$ cat src/rtl/ram_pkg.sv
// ram_pkg: constants shared by the RAM hierarchy (ram4 and the larger
// RAM stages that tile it).
//   RAM_WORD_W  - default word width in bits
//   RAM4_DEPTH  - number of words in one ram4
//   RAM4_ADDR_W - address width of one ram4
//   RESET_WORD  - value every word takes while rst_n is low
package ram_pkg;

    localparam int unsigned RAM_WORD_W  = 16;
    localparam int unsigned RAM4_DEPTH  = 4;
    localparam int unsigned RAM4_ADDR_W = 2;

    localparam logic [RAM_WORD_W-1:0] RESET_WORD = 16'h0000;

endpackage : ram_pkg

$ cat src/rtl/ram4_dmux4.sv
// dmux4: 1-bit, four-way demultiplexer. Routes 'in' to the output bit
// selected by 'sel'; all other output bits are 0, so at most one output is
// ever high.
//   in  - bit to route (the RAM write enable)
//   sel - output select
//   out - one-hot (or all-zero) strobes
module dmux4
    import ram_pkg::*;
(
    input  logic                   in,
    input  logic [RAM4_ADDR_W-1:0] sel,
    output logic [RAM4_DEPTH-1:0]  out
);

    // Route the input bit to the selected strobe.
    always_comb begin
        out = 4'b0000;
        case (sel)
            2'd0:    out[0] = in;
            2'd1:    out[1] = in;
            2'd2:    out[2] = in;
            2'd3:    out[3] = in;
            default: out    = 4'b0000;
        endcase
    end

endmodule : dmux4

$ cat src/rtl/ram4_word_reg.sv
// word_reg: WIDTH-bit storage word with load enable and asynchronous
// active-low clear to RESET_WORD.
//   clk   - rising-edge clock
//   rst_n - asynchronous active-low clear
//   ld    - load enable, sampled on the rising edge
//   d     - data to store
//   q     - stored word
module word_reg
    import ram_pkg::*;
#(
    parameter int unsigned WIDTH = RAM_WORD_W
) (
    input  logic             clk,
    input  logic             rst_n,
    input  logic             ld,
    input  logic [WIDTH-1:0] d,
    output logic [WIDTH-1:0] q
);

    // Storage: clear on reset, capture d when loaded, otherwise hold.
    always_ff @(posedge clk or negedge rst_n) begin
        if (!rst_n) begin
            q <= WIDTH'(RESET_WORD);
        end else if (ld) begin
            q <= d;
        end else begin
            q <= q;
        end
    end

endmodule : word_reg

$ cat src/rtl/ram4.sv
// ram4: four-word, WIDTH-bit random-access memory. 'load' is demultiplexed
// by 'address' into one-hot word strobes; the selected word captures 'in'
// on the rising edge. 'out' is a combinational read of the addressed word.
//   clk     - sole clock, rising edge
//   rst_n   - asynchronous active-low reset, clears all words
//   in      - write data
//   load    - write enable
//   address - word select for write and read
//   out     - contents of the addressed word
// Build option: define RAM4_BYPASS_EN for write-through, where 'out'
// follows 'in' combinationally whenever 'load' is high (never in reset).
module ram4
    import ram_pkg::*;
#(
    parameter int unsigned WIDTH = RAM_WORD_W
) (
    input  logic                   clk,
    input  logic                   rst_n,
    input  logic [WIDTH-1:0]       in,
    input  logic                   load,
    input  logic [RAM4_ADDR_W-1:0] address,
    output logic [WIDTH-1:0]       out
);

    logic [RAM4_DEPTH-1:0] ld_s;
    logic [WIDTH-1:0]      mem_s [RAM4_DEPTH];
    logic [WIDTH-1:0]      rd_s;

    dmux4 u_dmux (
        .in  (load),
        .sel (address),
        .out (ld_s)
    );

    for (genvar k = 0; k < RAM4_DEPTH; k++) begin : g_word
        word_reg #(
            .WIDTH (WIDTH)
        ) u_word (
            .clk   (clk),
            .rst_n (rst_n),
            .ld    (ld_s[k]),
            .d     (in),
            .q     (mem_s[k])
        );
    end

    // Read mux: select the addressed stored word.
    always_comb begin
        rd_s = WIDTH'(RESET_WORD);
        case (address)
            2'd0:    rd_s = mem_s[0];
            2'd1:    rd_s = mem_s[1];
            2'd2:    rd_s = mem_s[2];
            2'd3:    rd_s = mem_s[3];
            default: rd_s = WIDTH'(RESET_WORD);
        endcase
    end

    // Output select: reset forces the reset word so the bypass path can
    // never leak write data while the memory is held cleared.
    always_comb begin
        out = rd_s;
        if (!rst_n) begin
            out = WIDTH'(RESET_WORD);
        end else begin
`ifdef RAM4_BYPASS_EN
            if (load) begin
                out = in;
            end else begin
                out = rd_s;
            end
`else
            out = rd_s;
`endif
        end
    end

endmodule : ram4

$ cat config.mk
export PLATFORM = sky130hd
export DESIGN_NAME = ram4
export DESIGN_NICKNAME = d
export VERILOG_FILES = /design/src/rtl/ram_pkg.sv /design/src/rtl/ram4_dmux4.sv /design/src/rtl/ram4_word_reg.sv /design/src/rtl/ram4.sv
export SDC_FILE = /design/constraint.sdc
export NUM_CORES = 1
export LEC_CHECK = 0
export CORE_MARGIN = 3
export CORE_UTILIZATION = 38
export CTS_CLUSTER_SIZE = 12
export DETAILED_ROUTE_END_ITERATION = 8
export SLEW_MARGIN = 20
export SYNTH_ARGS = -nofsm -noshare
export SYNTH_HDL_FRONTEND = slang
export SYNTH_SLANG_ARGS = --single-unit
$ cat constraint.sdc
create_clock -name clk -period 2.1 [get_ports clk]
set_input_delay 0.63 -clock clk [delete_from_list [all_inputs] [get_ports clk]]
set_output_delay 0.63 -clock clk [all_outputs]
set_load 0.03 [all_outputs]
==> qor.txt <==
outcome -> completed
CP max FO -> 8
path type of the worst setup path -> in2out
Fin Clk Skew -> 0 ps
Yosys cell types -> 15
Cell Area, Synth -> 0.00289 sq mm
Seq cells post-synth -> 64
worst r2r src -> g_word[2].u_word.q[5]
Initial Util -> 0.394
CP Data Required Time -> 1470 ps
H-tree depth -> 3
Core Region -> 0.00733 sq mm
reg2reg end -> g_word[2].u_word.q[5]
Crit. End Element -> primary output
Max rail drop VDD -> 0.521 mV
Final Total Pwr -> 3.76 mW
leading area contributor after synthesis -> dfrtp_1
detail-routed net length per standard cell -> 18.0 um
final hold violations -> 0
DP Cell Count -> 341
HP Class -> in2async
unrepaired setup endpoints after global routing -> true
I/O pin cnt -> 37
clk slew on worst S/H paths -> 70 ps
chip height -> 93.2 um
share of the synthesized area in the top cell type -> 0.554
max-slew violation count -> 0
minimum clock period -> 2070 ps
layout cells sized above 1 -> 0.655
Arrival @ worst endpoint -> 1440 ps
number of port buffers -> 36
Clock Path Buffers -> 2
Final Cycle Share -> 0.987
Seq/Total Area, Yosys -> 0.554
Top reg by flops -> g_word.u_word.q
achievable frequency -> 0.483 GHz
dpl hpwl -> 4.12 mm
Max-Cap Viols -> 0
clk sink count -> 64
# DRC -> 0
Leak Pwr -> 1.76 nW
most frequent cells in the layout -> 64 x mux2_2, 64 x dfrtp_1, 17 x clkdlybuf4s50_1, 17 x buf_6, 16 x buf_4
Rel. slew slack -> 0.489
antenna-violating nets left -> 0
fill count -> 571
initial antenna violation count -> 0
syn_area_per_cell -> 14.9 sq um
crit start category -> primary input
Global Route Usage Sum -> 0.166
global-route wire length before repair -> 10.8 mm
TritonCTS clock tree -> done
top post-synthesis cells by area -> dfrtp_1 55%, mux2_2 25%, mux2i_1 11%
area grow syn2layout -> 49.0%
FF-to-FF path depth -> 1
Num CTS Buffers -> 9
Syn Nets -> 215
Largest register FFs -> 64
die area -> 0.00869 sq mm
area of the multi-input gates -> 0.00163 sq mm
Syn Inst Count -> 194
Die Width -> 93.2 um
routed vias -> 1826
biggest regs -> g_word.u_word.q x64
vias in the first global route -> 2014
Least-Margin Pin Slew -> 766 ps
final setup violation count -> 0
crit path launch -> address[0]
Placer Congestion -> 0.674
via/cell ratio -> 5.07
std cell rows -> 31
clk root buf -> clkbuf_8
largest net degree at the start of global routing -> 61
Clock Latency Late Sink -> 330 ps
Post-Route WL -> 6.46 mm
total grt overflow -> 0
nets -> 277
Storage cell area -> 0.00160 sq mm
R2R Setup Slk -> 1300 ps
Starting DRT DRC Count -> 32
Pwr Density -> 874 mW/mm^2
First-pass DRT Iterations -> 4
final std cells w/o fill -> 360
Antenna Cells -> 0
Synthesis Warnings -> 0
[worst max-delay path, cell delays in order]
cell and delay [ps]:
buf_12 130, buf_8 150, mux2i_4 190, o22ai_4 180, buf_6 150
[cell type report]
type	instances	share of cell area
flip-flops and latches	64	0.372
well taps	99	0.0288
clock buffers	14	0.0424
repair buffers	63	0.169
clock inverters	2	0.00814
multi-input cells	118	0.379
[logic make-up after synthesis]
| group | share of synthesized area |
|---|---|
| and+or+nand+nor | 0.0242 |
| muxes | 0.360 |
| AOI/OAI and AO/OA | 0.0346 |
| buffers and inverters | 0.0268 |
| DFF | 0.554 |
[report_power, final]
group | switching [mW] | internal, mW
logic | 0.414 | 0.573
clock network | 0.452 | 0.677
registers | 0.180 | 1.47
[worst max path at each step]
stage	cells past startpoint	slack, ps	to
global placement	5	-300	out[1]
finish	5	30	out[0]
CTS	5	0.4	out[10]
floorplan	5	20	out[10]
global route	5	-5	out[13]
detailed placement	5	-320	out[0]
[layer usage]
| metal | GRT usage | wire (um) |
|---|---|---|
| met3 | 0.0274 | 205 |
| met2 | 0.265 | 3160 |
| met5 | 0 | 0 |
| met4 | 0.0696 | 80 |
| met1 | 0.226 | 3020 |
[metrics by stage]
stage	cell area (sq um)	worst slack (ps)	setup TNS [ps]	utilization	hold WS (ps)
2_1_floorplan	3140	22.4	0	-	334
3_3_place_gp	3690	-304	-5920	0.504	487
3_5_place_dp	3690	-325	-6380	0.504	492
4_1_cts	4280	0.410	0	0.584	270
5_1_grt	4310	-4.70	-7.73	0.587	286
6_report	4310	28.0	0	0.587	290
[synthesized netlist by cell type]
cell and count:
clkbuf_1 2, dfrtp_1 64, nand3_2 1, mux2i_1 32, nand2_1 1, nand3b_2 1
buf_6 1, nand2b_1 1, mux2_2 64, nor3b_4 1, buf_2 6, buf_4 2
o22ai_1 16, clkbuf_8 1, nand3b_4 1
[timing repair]
item / CTS / global route
gates cloned: 3 / 0
buffers inserted: 0 / 0
hold buffers: 0 / 0
pin swaps: 3 / 1
resized for setup: 66 / 4
endpoints found under the setup margin: 16 / 13
Power figures use the tool's default switching activity.
==> variant, RTL diff (same settings) <==
Set the package constant `RAM4_ADDR_W` to 3 (it was 2).
--- a/src/rtl/ram_pkg.sv
+++ b/src/rtl/ram_pkg.sv
@@ -8,7 +8,7 @@
 
     localparam int unsigned RAM_WORD_W  = 16;
     localparam int unsigned RAM4_DEPTH  = 4;
-    localparam int unsigned RAM4_ADDR_W = 2;
+    localparam int unsigned RAM4_ADDR_W = 3;
 
     localparam logic [RAM_WORD_W-1:0] RESET_WORD = 16'h0000;
 
Interface: changed (resized address); port bits go from 37 to 38. No check against the original RTL was run, so the function may have changed too.
==> variant against the unedited design <==
Routed wire length up 0.51%. Setup slack worse by 0.26 ns. Combinational power shrank 11%. Critical endpoint is now out[8]. Non-clock buffer count up 3. Power shrank 1.1%. The flow now finishes with violations (negative setup slack). Cell area shrank 2.9%. Worst hold slack improved by 0.21 ns. Largest power group unchanged. First-iteration DRC count increased by 34%. Synthesized area rose by 1.9%. Sequential cell count did not move.
==> variant: results (changes against the unedited design) <==
- Syn_nets: 218 (+1.4%)
- GP Congestion: 0.709 (+5.1%)
- Vias per inst: 5.02 (-0.99%)
- Peak supply drop: 0.529 mV (+1.5%)
- CP Max Fanout: 6 (-2)
- Synth Instances: 196 (+1.0%)
- Ranking of synthesized cells by area: dfrtp_1 (54%), mux2_2 (21%), mux2i_1 (11%), mux2_4 (5.1%), o22ai_1 (3.4%)
- Total gr overflow: 0 (unchanged)
- Status: finished, violations left
- Final count of negative-setup-slack endpoints: 16 (+16)
- First-pass GRT wire length: 10.7 mm (-1.3%)
- DP Area: 3740 um^2 (+1.4%)
- Max clock buf depth: 2 (unchanged)
- Post-place setup slack: -0.595 ns (-0.270 ns)
- Largest net degree at the start of global routing: 65 (+6.6%)
- Rel. slew slack: 45.9% (-3.0 points)
- Ratio of cells with drive above 1 in the final layout: 56.4% (-9.1 points)
- Total GRT Usage: 16.2% (-0.41 points)
- Post-Layout Cell Count: 363 (+0.83%)
- Data arrival, critical path: 1.71 ns (+0.27 ns)
- Ant diodes: 0 (unchanged)
- Total core area: 7370 um^2 (+0.53%)
- Sw frac: 25.8% (-2.0 points)
- Number of global-route vias before repair: 1997 (-0.84%)
- LEAKAGE: 0.00181 uW (+3.1%)
- Root Driver: clkbuf_8
- Placed cell count: 343 (+0.59%)
- Count of input and output buffers: 37 (+2.8%)
- Worst skew pair latency: 0.33 ns (about the same)
- WL final: 6.50 mm (+0.51%)
- Post-detail-place hpwl: 4.39 mm (+6.6%)
- First-pass detailed-route iteration total: 2 (-2)
- Max incr delay on CP: 0.47 ns (+0.28 ns)
- Fin nets: 281 (+1.4%)
- Final setup TNS: -3.34 ns (-3.34 ns)
- Post-Route Skew: 0 ns (unchanged)
- Largest regs: g_word.u_word.q (64)
- Post-synthesis sequential area ratio: 54.4% (-1.1 points)
- Violated checks: negative setup slack
- Post-CTS Setup Bufs: 3 (+3)
- Most frequent cells after synthesis: dfrtp_1 (64), mux2_2 (54), mux2i_1 (32)
- Async S/R FF share, synth: 100% (unchanged)
- Initial antenna violation count: 1 (+1)
- Hold/Removal Path Class: reg -> reg
- Multi-input gate area: 1510 um^2 (-7.5%)
- PnR worst setup slack: -0.235 ns (-0.263 ns)
- Iteration-0 DRC Markers: 43 (+34%)
- Fillcell total: 615 (+7.7%)
- Total of cells resized after clock tree synthesis: 45 (-32%)
- Slowest CP cell: or3b_4
- Worst-path clk slew: 0.06 ns
==> variant: path summary, 6_finish.rpt <==
path | end | startpoint | slack, ns | depth (start not counted)
hold reg to reg | g_word[3].u_word.q[10] | g_word[3].u_word.q[10] | 0.50 | 1
hold / removal | g_word[3].u_word.q[10] | g_word[3].u_word.q[10] | 0.50 | 1
setup reg to reg | g_word[0].u_word.q[13] | g_word[0].u_word.q[13] | 1.33 | 1
setup / recovery | out[8] | address[2] | -0.24 | 5
max in group asynchronous | g_word[0].u_word.q[11] | rst_n | 0.98 | 3
min in group asynchronous | g_word[3].u_word.q[8] | rst_n | 0.60 | 3
==> variant: worst max-delay path, delay by kind of cell <==
kind	cells	cell delay [ns]
AOI/OAI and AO/OA	1	0.16
buffers and inverters	3	0.43
and+or+nand+nor	1	0.47
==> variant: metal layers <==
metal	vias to the layer above	global-route usage, %	share of wire [%]
met1	929	21.8	48
met3	6	5.37	4.2
li1	856	-	-
met5	-	0	0
met4	0	4.69	0.97
met2	32	25.0	47
==> variant: final cells by class <==
class                   count  area share [%]
clock inverters             2            1.44
flip-flops and latches     64            38.3
clock buffers              14            4.13
well taps                  99            2.96
repair buffers             66            17.0
multi-input cells         118            36.1
==> variant: cell families (layout without fill, tap and decap cells) <==
logic type | Yosys count | in the layout | synth area share [%]
AOI/OAI and AO/OA | 16 | 16 | 3.40
DFF | 64 | 64 | 54.4
and+or+nand+nor | 6 | 6 | 2.55
buffers and inverters | 14 | 82 | 3.10
muxes | 96 | 96 | 36.6
==> variant: power groups by stage <==
stage / registers (uW) / logic [uW] / clock network, uW
final: 1640 / 881 / 1210
after global routing: 1680 / 947 / 1300
after CTS: 1640 / 885 / 1260
after detailed placement: 1660 / 822 / 0
after global placement: 1650 / 805 / 0
after floorplan: 1620 / 613 / 0
